### src/rtl/p4_router_pkg.sv
// Shared router types: user metadata layout, egress index type and the
// egress-demux FSM state encoding.
package p4_router_pkg;

    localparam int EGR_SPEC_ID_WIDTH   = 8;
    localparam int USER_METADATA_WIDTH = 32;
    localparam int NUM_EGR_PORTS       = 11;

    typedef logic [EGR_SPEC_ID_WIDTH-1:0] egr_idx_t;

    localparam egr_idx_t EGR_DROP_ID = 8'hFF;

    // Egress spec sits in the low bits so it is md[0 +: EGR_SPEC_ID_WIDTH].
    typedef struct packed {
        logic [USER_METADATA_WIDTH-EGR_SPEC_ID_WIDTH-1:0] rsvd;
        egr_idx_t                                         egress_spec;
    } USER_META_DATA_METADATA_T;

    typedef enum logic [1:0] {
        DEMUX_IDLE,
        DEMUX_FWD,
        DEMUX_DROP
    } demux_state_t;

    function automatic logic egr_is_valid(input egr_idx_t idx, input egr_idx_t num_egr);
        return (idx != EGR_DROP_ID) && (idx < num_egr);
    endfunction

endpackage

### src/rtl/p4_router_egress_demux_if.sv
// AXI-Stream bundle with a per-port valid/ready vector so a single interface
// type serves both the single ingress stream and the one-hot egress fan-out.
interface p4_router_egress_demux_if #(
    parameter int DATA_BYTES = 8,
    parameter int VALID_W    = 1
) ();

    logic [8*DATA_BYTES-1:0] tdata;
    logic [DATA_BYTES-1:0]   tkeep;
    logic                    tlast;
    logic [VALID_W-1:0]      tvalid;
    logic [VALID_W-1:0]      tready;

    modport master (
        output tdata,
        output tkeep,
        output tlast,
        output tvalid,
        input  tready
    );

    modport slave (
        input  tdata,
        input  tkeep,
        input  tlast,
        input  tvalid,
        output tready
    );

endinterface

### src/rtl/p4_router_md_fifo.sv
// Small first-word-fall-through metadata FIFO with async reset; rd_data shows
// the head entry whenever empty is low. Writes while full are ignored.
module p4_router_md_fifo #(
    parameter int WIDTH = 8,
    parameter int DEPTH = 4,
    localparam int AW   = $clog2(DEPTH),
    localparam int CW   = AW + 1
) (
    input  logic             clk,
    input  logic             aresetn,
    input  logic             wr_en,
    input  logic [WIDTH-1:0] wr_data,
    input  logic             rd_en,
    output logic [WIDTH-1:0] rd_data,
    output logic             full,
    output logic             empty,
    output logic [CW-1:0]    count
);

    logic [WIDTH-1:0] mem [DEPTH];
    logic [AW-1:0]    wr_ptr;
    logic [AW-1:0]    rd_ptr;
    logic [CW-1:0]    count_q;
    logic             do_wr;
    logic             do_rd;

    assign full    = (count_q == CW'(DEPTH));
    assign empty   = (count_q == '0);
    assign count   = count_q;
    assign do_wr   = wr_en && !full;
    assign do_rd   = rd_en && !empty;
    assign rd_data = mem[rd_ptr];

    always_ff @(posedge clk) begin
        if (do_wr) begin
            mem[wr_ptr] <= wr_data;
        end
    end

    // Simultaneous write and pop leave occupancy unchanged.
    always_ff @(posedge clk or negedge aresetn) begin
        if (!aresetn) begin
            wr_ptr  <= '0;
            rd_ptr  <= '0;
            count_q <= '0;
        end else begin
            if (do_wr) begin
                wr_ptr <= wr_ptr + AW'(1);
            end
            if (do_rd) begin
                rd_ptr <= rd_ptr + AW'(1);
            end
            case ({do_wr, do_rd})
                2'b10:   count_q <= count_q + CW'(1);
                2'b01:   count_q <= count_q - CW'(1);
                default: count_q <= count_q;
            endcase
        end
    end

endmodule

### src/rtl/p4_router_egress_demux.sv
// Steers whole packets from the VNP4 output stream to one of NUM_EGR egress
// ports using queued per-packet metadata; invalid egress indices are dropped.
module p4_router_egress_demux
    import p4_router_pkg::*;
#(
    parameter int DATA_BYTES    = 8,
    parameter int NUM_EGR       = NUM_EGR_PORTS,
    parameter int MD_FIFO_DEPTH = 4,
    parameter int CNT_WIDTH     = 32
) (
    input  logic                          clk,
    input  logic                          aresetn,
    input  USER_META_DATA_METADATA_T      md_in,
    input  logic                          md_in_valid,
    p4_router_egress_demux_if.slave       s_axis,
    p4_router_egress_demux_if.master      m_axis,
    output logic [NUM_EGR*CNT_WIDTH-1:0]  pkt_cnt,
    output logic [CNT_WIDTH-1:0]          drop_cnt,
    output logic                          md_overflow,
    output logic                          md_underrun
);

    localparam egr_idx_t NUM_EGR_IDX = egr_idx_t'(NUM_EGR);
    localparam int       FIFO_CW     = $clog2(MD_FIFO_DEPTH) + 1;

    demux_state_t            state_q;
    demux_state_t            state_d;
    egr_idx_t                sel_q;
    egr_idx_t                sel_d;

    logic                    fifo_full;
    logic                    fifo_empty;
    logic                    fifo_pop;
    egr_idx_t                fifo_rd;
    logic [FIFO_CW-1:0]      fifo_count;

    logic                    s_valid;
    logic                    s_last;
    logic                    s_ready;

    logic                    out_valid;
    logic [8*DATA_BYTES-1:0] out_data;
    logic [DATA_BYTES-1:0]   out_keep;
    logic                    out_last;
    logic [NUM_EGR-1:0]      onehot;
    logic                    drain;
    logic                    can_load;
    logic                    accept_fwd;
    logic                    pkt_done;
    logic                    drop_done;

    logic [CNT_WIDTH-1:0]    pkt_cnt_q [NUM_EGR];
    logic [7:0]              wd_cnt;
    logic                    wd_run;
    logic                    unused_bits;

    assign unused_bits = ^{fifo_count, md_in.rsvd};

    p4_router_md_fifo #(
        .WIDTH (EGR_SPEC_ID_WIDTH),
        .DEPTH (MD_FIFO_DEPTH)
    ) u_md_fifo (
        .clk     (clk),
        .aresetn (aresetn),
        .wr_en   (md_in_valid),
        .wr_data (md_in.egress_spec),
        .rd_en   (fifo_pop),
        .rd_data (fifo_rd),
        .full    (fifo_full),
        .empty   (fifo_empty),
        .count   (fifo_count)
    );

    assign s_valid        = s_axis.tvalid[0];
    assign s_last         = s_axis.tlast;
    assign s_axis.tready  = s_ready;

    assign m_axis.tdata   = out_data;
    assign m_axis.tkeep   = out_keep;
    assign m_axis.tlast   = out_last;
    assign m_axis.tvalid  = onehot;

    always_comb begin
        onehot = '0;
        for (int i = 0; i < NUM_EGR; i++) begin
            onehot[i] = out_valid && (sel_q == egr_idx_t'(i));
        end
    end

    // sel_q belongs to the output register until its last beat leaves, so a
    // new packet may only claim it when the register is empty or draining.
    assign drain      = |(onehot & m_axis.tready);
    assign can_load   = !out_valid || drain;
    assign accept_fwd = (state_q == DEMUX_FWD) && s_valid && s_ready;
    assign pkt_done   = accept_fwd && s_last;
    assign drop_done  = (state_q == DEMUX_DROP) && s_valid && s_last;

    always_ff @(posedge clk or negedge aresetn) begin
        if (!aresetn) begin
            state_q <= DEMUX_IDLE;
            sel_q   <= '0;
        end else begin
            state_q <= state_d;
            sel_q   <= sel_d;
        end
    end

    always_comb begin
        state_d  = state_q;
        sel_d    = sel_q;
        fifo_pop = 1'b0;
        s_ready  = 1'b0;
        case (state_q)
            DEMUX_IDLE: begin
                if (!fifo_empty && can_load) begin
                    fifo_pop = 1'b1;
                    sel_d    = fifo_rd;
                    state_d  = egr_is_valid(fifo_rd, NUM_EGR_IDX) ? DEMUX_FWD : DEMUX_DROP;
                end
            end
            DEMUX_FWD: begin
                s_ready = can_load;
                if (s_valid && s_ready && s_last) begin
                    state_d = DEMUX_IDLE;
                end
            end
            DEMUX_DROP: begin
                s_ready = 1'b1;
                if (s_valid && s_last) begin
                    state_d = DEMUX_IDLE;
                end
            end
            default: begin
                state_d = DEMUX_IDLE;
            end
        endcase
    end

    always_ff @(posedge clk or negedge aresetn) begin
        if (!aresetn) begin
            out_valid <= 1'b0;
            out_data  <= '0;
            out_keep  <= '0;
            out_last  <= 1'b0;
        end else if (accept_fwd) begin
            out_valid <= 1'b1;
            out_data  <= s_axis.tdata;
            out_keep  <= s_axis.tkeep;
            out_last  <= s_last;
        end else if (drain) begin
            out_valid <= 1'b0;
        end
    end

    always_ff @(posedge clk or negedge aresetn) begin
        if (!aresetn) begin
            for (int i = 0; i < NUM_EGR; i++) begin
                pkt_cnt_q[i] <= '0;
            end
            drop_cnt <= '0;
        end else begin
            for (int i = 0; i < NUM_EGR; i++) begin
                if (pkt_done && (sel_q == egr_idx_t'(i))) begin
                    pkt_cnt_q[i] <= pkt_cnt_q[i] + CNT_WIDTH'(1);
                end
            end
            if (drop_done) begin
                drop_cnt <= drop_cnt + CNT_WIDTH'(1);
            end
        end
    end

    for (genvar g = 0; g < NUM_EGR; g++) begin : g_pkt_cnt
        assign pkt_cnt[g*CNT_WIDTH +: CNT_WIDTH] = pkt_cnt_q[g];
    end

    // Watchdog counts cycles a beat sits at IDLE with no metadata queued.
    assign wd_run = (state_q == DEMUX_IDLE) && s_valid && fifo_empty;

    always_ff @(posedge clk or negedge aresetn) begin
        if (!aresetn) begin
            wd_cnt      <= '0;
            md_underrun <= 1'b0;
            md_overflow <= 1'b0;
        end else begin
            if (!wd_run) begin
                wd_cnt <= '0;
            end else if (wd_cnt != 8'hFF) begin
                wd_cnt <= wd_cnt + 8'd1;
            end else begin
                md_underrun <= 1'b1;
            end
            if (md_in_valid && fifo_full) begin
                md_overflow <= 1'b1;
            end
        end
    end

endmodule

### src/flat_wrapper.sv
// flat-port wrapper written by rule: the top's interface ports become plain ports
module p4_router_egress_demux_flat import p4_router_pkg::*;
#(
    parameter int DATA_BYTES    = 8,
    parameter int NUM_EGR       = NUM_EGR_PORTS,
    parameter int MD_FIFO_DEPTH = 4,
    parameter int CNT_WIDTH     = 32
)
  (clk, aresetn, md_in, md_in_valid, pkt_cnt, drop_cnt, md_overflow, md_underrun, s_axis_tdata, s_axis_tkeep, s_axis_tlast, s_axis_tvalid, s_axis_tready, m_axis_tdata, m_axis_tkeep, m_axis_tlast, m_axis_tvalid, m_axis_tready);
  p4_router_egress_demux_if #(.DATA_BYTES(DATA_BYTES), .VALID_W(1)) s_axis_i ();
  p4_router_egress_demux_if #(.DATA_BYTES(DATA_BYTES), .VALID_W(11)) m_axis_i ();
  input  logic clk;
  input  logic aresetn;
  input  USER_META_DATA_METADATA_T md_in;
  input  logic md_in_valid;
  output logic [NUM_EGR*CNT_WIDTH-1:0] pkt_cnt;
  output logic [CNT_WIDTH-1:0] drop_cnt;
  output logic md_overflow;
  output logic md_underrun;
  input wire logic [$bits(s_axis_i.tdata)-1:0] s_axis_tdata;
  input wire logic [$bits(s_axis_i.tkeep)-1:0] s_axis_tkeep;
  input wire logic [$bits(s_axis_i.tlast)-1:0] s_axis_tlast;
  input wire logic [$bits(s_axis_i.tvalid)-1:0] s_axis_tvalid;
  output wire logic [$bits(s_axis_i.tready)-1:0] s_axis_tready;
  output wire logic [$bits(m_axis_i.tdata)-1:0] m_axis_tdata;
  output wire logic [$bits(m_axis_i.tkeep)-1:0] m_axis_tkeep;
  output wire logic [$bits(m_axis_i.tlast)-1:0] m_axis_tlast;
  output wire logic [$bits(m_axis_i.tvalid)-1:0] m_axis_tvalid;
  input wire logic [$bits(m_axis_i.tready)-1:0] m_axis_tready;
  assign s_axis_i.tdata = s_axis_tdata;
  assign s_axis_i.tkeep = s_axis_tkeep;
  assign s_axis_i.tlast = s_axis_tlast;
  assign s_axis_i.tvalid = s_axis_tvalid;
  assign s_axis_tready = s_axis_i.tready;
  assign m_axis_tdata = m_axis_i.tdata;
  assign m_axis_tkeep = m_axis_i.tkeep;
  assign m_axis_tlast = m_axis_i.tlast;
  assign m_axis_tvalid = m_axis_i.tvalid;
  assign m_axis_i.tready = m_axis_tready;
  p4_router_egress_demux #(.DATA_BYTES(DATA_BYTES), .NUM_EGR(NUM_EGR), .MD_FIFO_DEPTH(MD_FIFO_DEPTH), .CNT_WIDTH(CNT_WIDTH)) u_core (.clk(clk), .aresetn(aresetn), .md_in(md_in), .md_in_valid(md_in_valid), .s_axis(s_axis_i), .m_axis(m_axis_i), .pkt_cnt(pkt_cnt), .drop_cnt(drop_cnt), .md_overflow(md_overflow), .md_underrun(md_underrun));
endmodule
### config.mk
export PLATFORM = sky130hd
export DESIGN_NAME = p4_router_egress_demux_flat
export DESIGN_NICKNAME = d
export VERILOG_FILES = /design/src/rtl/p4_router_pkg.sv /design/src/rtl/p4_router_egress_demux_if.sv /design/src/rtl/p4_router_md_fifo.sv /design/src/rtl/p4_router_egress_demux.sv /design/src/flat_wrapper.sv
export SDC_FILE = /design/constraint.sdc
export NUM_CORES = 1
export LEC_CHECK = 0
export ABC_AREA = 1
export CAP_MARGIN = 0
export CORE_MARGIN = 2
export CORE_UTILIZATION = 55
export CTS_BUF_LIST = sky130_fd_sc_hd__clkbuf_4 sky130_fd_sc_hd__clkbuf_8 sky130_fd_sc_hd__clkbuf_16
export DETAILED_ROUTE_END_ITERATION = 10
export PLACE_DENSITY = 0.95
export SLEW_MARGIN = 20
export SYNTH_ARGS = -nofsm -noshare
export SYNTH_HDL_FRONTEND = slang
export SYNTH_HIERARCHICAL = 1
export SYNTH_SLANG_ARGS = --single-unit
### constraint.sdc
create_clock -name clk -period 4.8 [get_ports clk]
set_input_delay 0.96 -clock clk [delete_from_list [all_inputs] [get_ports clk]]
set_output_delay 0.96 -clock clk [all_outputs]
set_load 0.02 [all_outputs]
==> metrics.md <==
| Metric | Value |
|---|---|
| Status | `complete, no violations` |
| Final WS setup | `0.636 ns` |
| Post-Layout Cell Count | `5354` |
| # IOs | `591` |
| Final setup vio count | `0` |
| P&R area growth vs syn | `28.5%` |
| Synth area leader | `dfrtp_1` |
| Layout cells sized above 1 | `3.87%` |
| Final Max Slew Viols | `0` |
| Critical path type | `reg2out` |
| # port buffers | `566` |
| Worst reg-to-reg path cell count | `21` |
| CP peak stage delay | `0.60 ns` |
| Internal power | `8.99 mW` |
| Seq/Total Area, Yosys | `43.8%` |
| Core area | `53800 um2` |
| Detailed-router iteration count before antenna repair | `6` |
| Crit path capture type | `output pin` |
| R2r setup slk | `1.40 ns` |
| Synth async-reset ratio | `93.8%` |
| Pwr Density | `346 nW/um2` |
| Normalized max-slew margin | `32.5%` |
| Synth top area share | `40.6%` |
| Worst-Skew Late Latency | `0.62 ns` |
| Largest net degree at the start of global routing | `100` |
| Worst Path Required | `3.84 ns` |
| Vias in the first global route | `29300` |
| Routed WL | `95200 um` |
| Fill count | `3748` |
| Via/cell ratio | `5.64` |
| Net Sw Power | `4.27 mW` |
| First-pass GRT wire length | `150000 um` |
| Clk pin slew, worst setup/hold paths | `0.06 ns` |
| Placed inst area | `36300 um2` |
| DR iter-0 viols | `3313` |
| Die height | `237 um` |
| CTS tree | `yes` |
| Design Power | `13.3 mW` |
| Post-cts sizing count | `0` |
| Cells after DPL | `5248` |
| R2r startpoint | `u_core/sel_q[7]` |
| Register share of total power | `39.3%` |
| Cell row count | `85` |
| Synth cell types | `42` |
| Final Cycle Share | `86.7%` |
| Clk buf depth | `3` |
| EDFF count, synth | `32` |
| Max Freq | `0.240 GHz` |
| Most frequent cells after synthesis | `nand2_1, inv_1, dfrtp_1` |
| Clk_skew | `0.0214 ns` |
| DR WL/cell | `17.8 um` |
| Starting Density | `55.5%` |
| VDD IR max | `0.394 mV` |
| CTS buffer count | `56` |
| Final Hold Vio Count | `0` |
| Crit-path cells | `nor2_2 -> nand2_4 -> inv_2 -> nand2_1 -> buf_4 -> nor2_1 -> nand2_1 -> nand2_1 -> nor2_1 -> nand3_2 -> nand2_1 -> inv_1 -> clkdlybuf4s50_1` |
| CTS root buf | `clkbuf_16` |
| GR Overflow Total | `0` |
| Main synth FF type | `dfrtp_1` |
| MaxCap Viol Count | `0` |
| Worst Setup Start Kind | `flip-flop` |
| Gpl congestion | `0.973` |
| H-tree Lvls | `2` |
| Fin Setup TNS | `0 ns` |
| Worst Path Max Fanout | `14` |
| GRT Total Usage | `32.8%` |
| Syn avg cell area | `7.37 um2` |
| Hpwl dp | `67500 um` |
| Synth area leaders | `dfrtp_1, nand2_1, inv_1` |
| RSZ-0062 raised after global routing | `no` |
| Total Die Area | `56200 um2` |
| Leak pwr | `21.1 nW` |
| Min-Delay Path Class | `in2async` |
| Remaining antenna violation count | `0` |
| Hold buffers post-CTS | `0` |
| Die Width | `237 um` |
| Final Cell Area | `38400 um2` |
| Reg-to-Reg End | `u_core/u_md_fifo/count[2]` |
| Sinks on Clock Net | `517` |
| Gate count after technology mapping | `4055` |
| Synth warn | `6` |
| Most common cell on crit path | `nand2_1` |
| Mapped Nets | `4197` |
| DRC viols | `0` |
| Initial antenna violation count | `1` |
| Syn Std Cell Area | `29900 um2` |
| Setup Fix Bufs, Post-CTS | `0` |
| Worst EP arrival | `3.20 ns` |
| # nets final | `4753` |
| Final min period | `4.16 ns` |
| Setup WS pre-CTS | `0.869 ns` |
| Switching Share | `32.2%` |
| Slew @ Worst Pin | `1.01 ns` |
| Seq cells post-synth | `517` |
| Clock network power share | `36.3%` |
| Max stage delay cell, worst path | `clkdlybuf4s50_1` |
| Comb pwr share | `24.4%` |
| Most instantiated library cell after synthesis | `nand2_1` |
| DR vias | `30200` |
-- worst max-delay path: cells and delay by family, from the launching register on --
kind	cells	cell delay, ns
buffers and inverters	4	1.22
DFF	1	0.39
and+or+nand+nor	9	0.95
-- per-layer routing --
| layer | wire (um) | GRT usage [%] | up-vias |
|---|---|---|---|
| li1 | - | - | 13900 |
| met2 | 45000 | 54.2 | 1677 |
| met5 | 0 | 0 | - |
| met1 | 35600 | 40.0 | 14300 |
| met3 | 9150 | 7.55 | 374 |
| met4 | 5460 | 17.8 | 0 |
-- cell families (layout without fill, tap and decap cells) --
family / Yosys count / count (layout) / synth area share (%)
flops: 517 / 517 / 43.8
compound gates: 393 / 393 / 9.72
simple gates: 2085 / 2085 / 30.5
buf+inv: 957 / 1559 / 12.6
other cells: 0 / 1 / 0
fa+ha+maj: 22 / 22 / 0.946
xor+xnor: 81 / 81 / 2.37
-- state kept, by name (all words and copies together), names as in the netlist, 2 cells and up --
signal                   flops
u_core/state_q               2
u_core/wd_cnt                8
u_core/sel_q                 8
u_core/u_md_fifo/count       3
u_core/u_md_fifo/rd_ptr      2
u_core/u_md_fifo/wr_ptr      2
u_core/m_axis.tdata         64
u_core/pkt_cnt             352
u_core/u_md_fifo/mem        32
u_core/drop_cnt             32
u_core/m_axis.tkeep          8
-- placed cells by master (no fill, tap or decap), types with 14 or more instances in the layout --
cell type,n
nor3_1,123
edfxtp_1,32
clkbuf_16,57
ha_1,21
nand3_1,484
o21bai_1,352
xnor2_1,16
nor2_2,17
buf_12,14
clkbuf_8,19
dfrtp_1,485
buf_4,24
inv_1,841
xor2_1,65
nor2_1,264
o21ai_0,15
nand4_1,86
nand2_1,1036
clkdlybuf4s50_1,565
nor4_1,54
o211ai_1,16
-- worst max path at each step --
stage | cells after the start | end | start | slack, ns
2_1_floorplan | 21 | u_core/u_md_fifo/count[2] | u_core/sel_q[7] | 1.76
3_3_place_gp | 11 | u_core/pkt_cnt[187] | m_axis_tready[6] | 0.96
3_5_place_dp | 11 | u_core/pkt_cnt[212] | m_axis_tready[6] | 0.87
4_1_cts | 13 | s_axis_tready | u_core/sel_q[5] | 0.61
5_1_grt | 12 | s_axis_tready | u_core/sel_q[5] | 0.45
6_report | 13 | s_axis_tready | u_core/sel_q[7] | 0.64
-- power by group through the flow --
stage                     Clock, mW  Combinational (mW)  Sequential (mW)
final                          4.82                3.23             5.21
after global routing           5.05                3.47             5.25
after CTS                      4.87                3.20             5.20
after detailed placement          0                3.14             5.25
after global placement            0                3.02             5.24
after floorplan                   0                1.40             5.61
-- per-stage QoR --
stage                     hold WS [ns]  utilization, %
after floorplan                  0.446               -
after global placement           0.456            67.5
after detailed placement         0.464            67.5
after CTS                        0.394            71.3
after global routing             0.419            71.3
final                            0.396            71.3
-- final cells by class --
| cell class | instances | area [um2] | share of cell area (%) |
|---|---|---|---|
| Multi-Input combinational cell | 2581 | 13000 | 33.9 |
| Sequential cell | 517 | 13100 | 34.1 |
| Timing Repair Buffer | 605 | 6140 | 16.0 |
| Clock buffer | 80 | 1720 | 4.47 |
| Tap cell | 696 | 871 | 2.27 |
| Inverter | 850 | 3190 | 8.32 |
| Clock inverter | 24 | 359 | 0.935 |
| Antenna cell | 1 | 2.50 | 0.00652 |
Power figures use the tool's default switching activity.
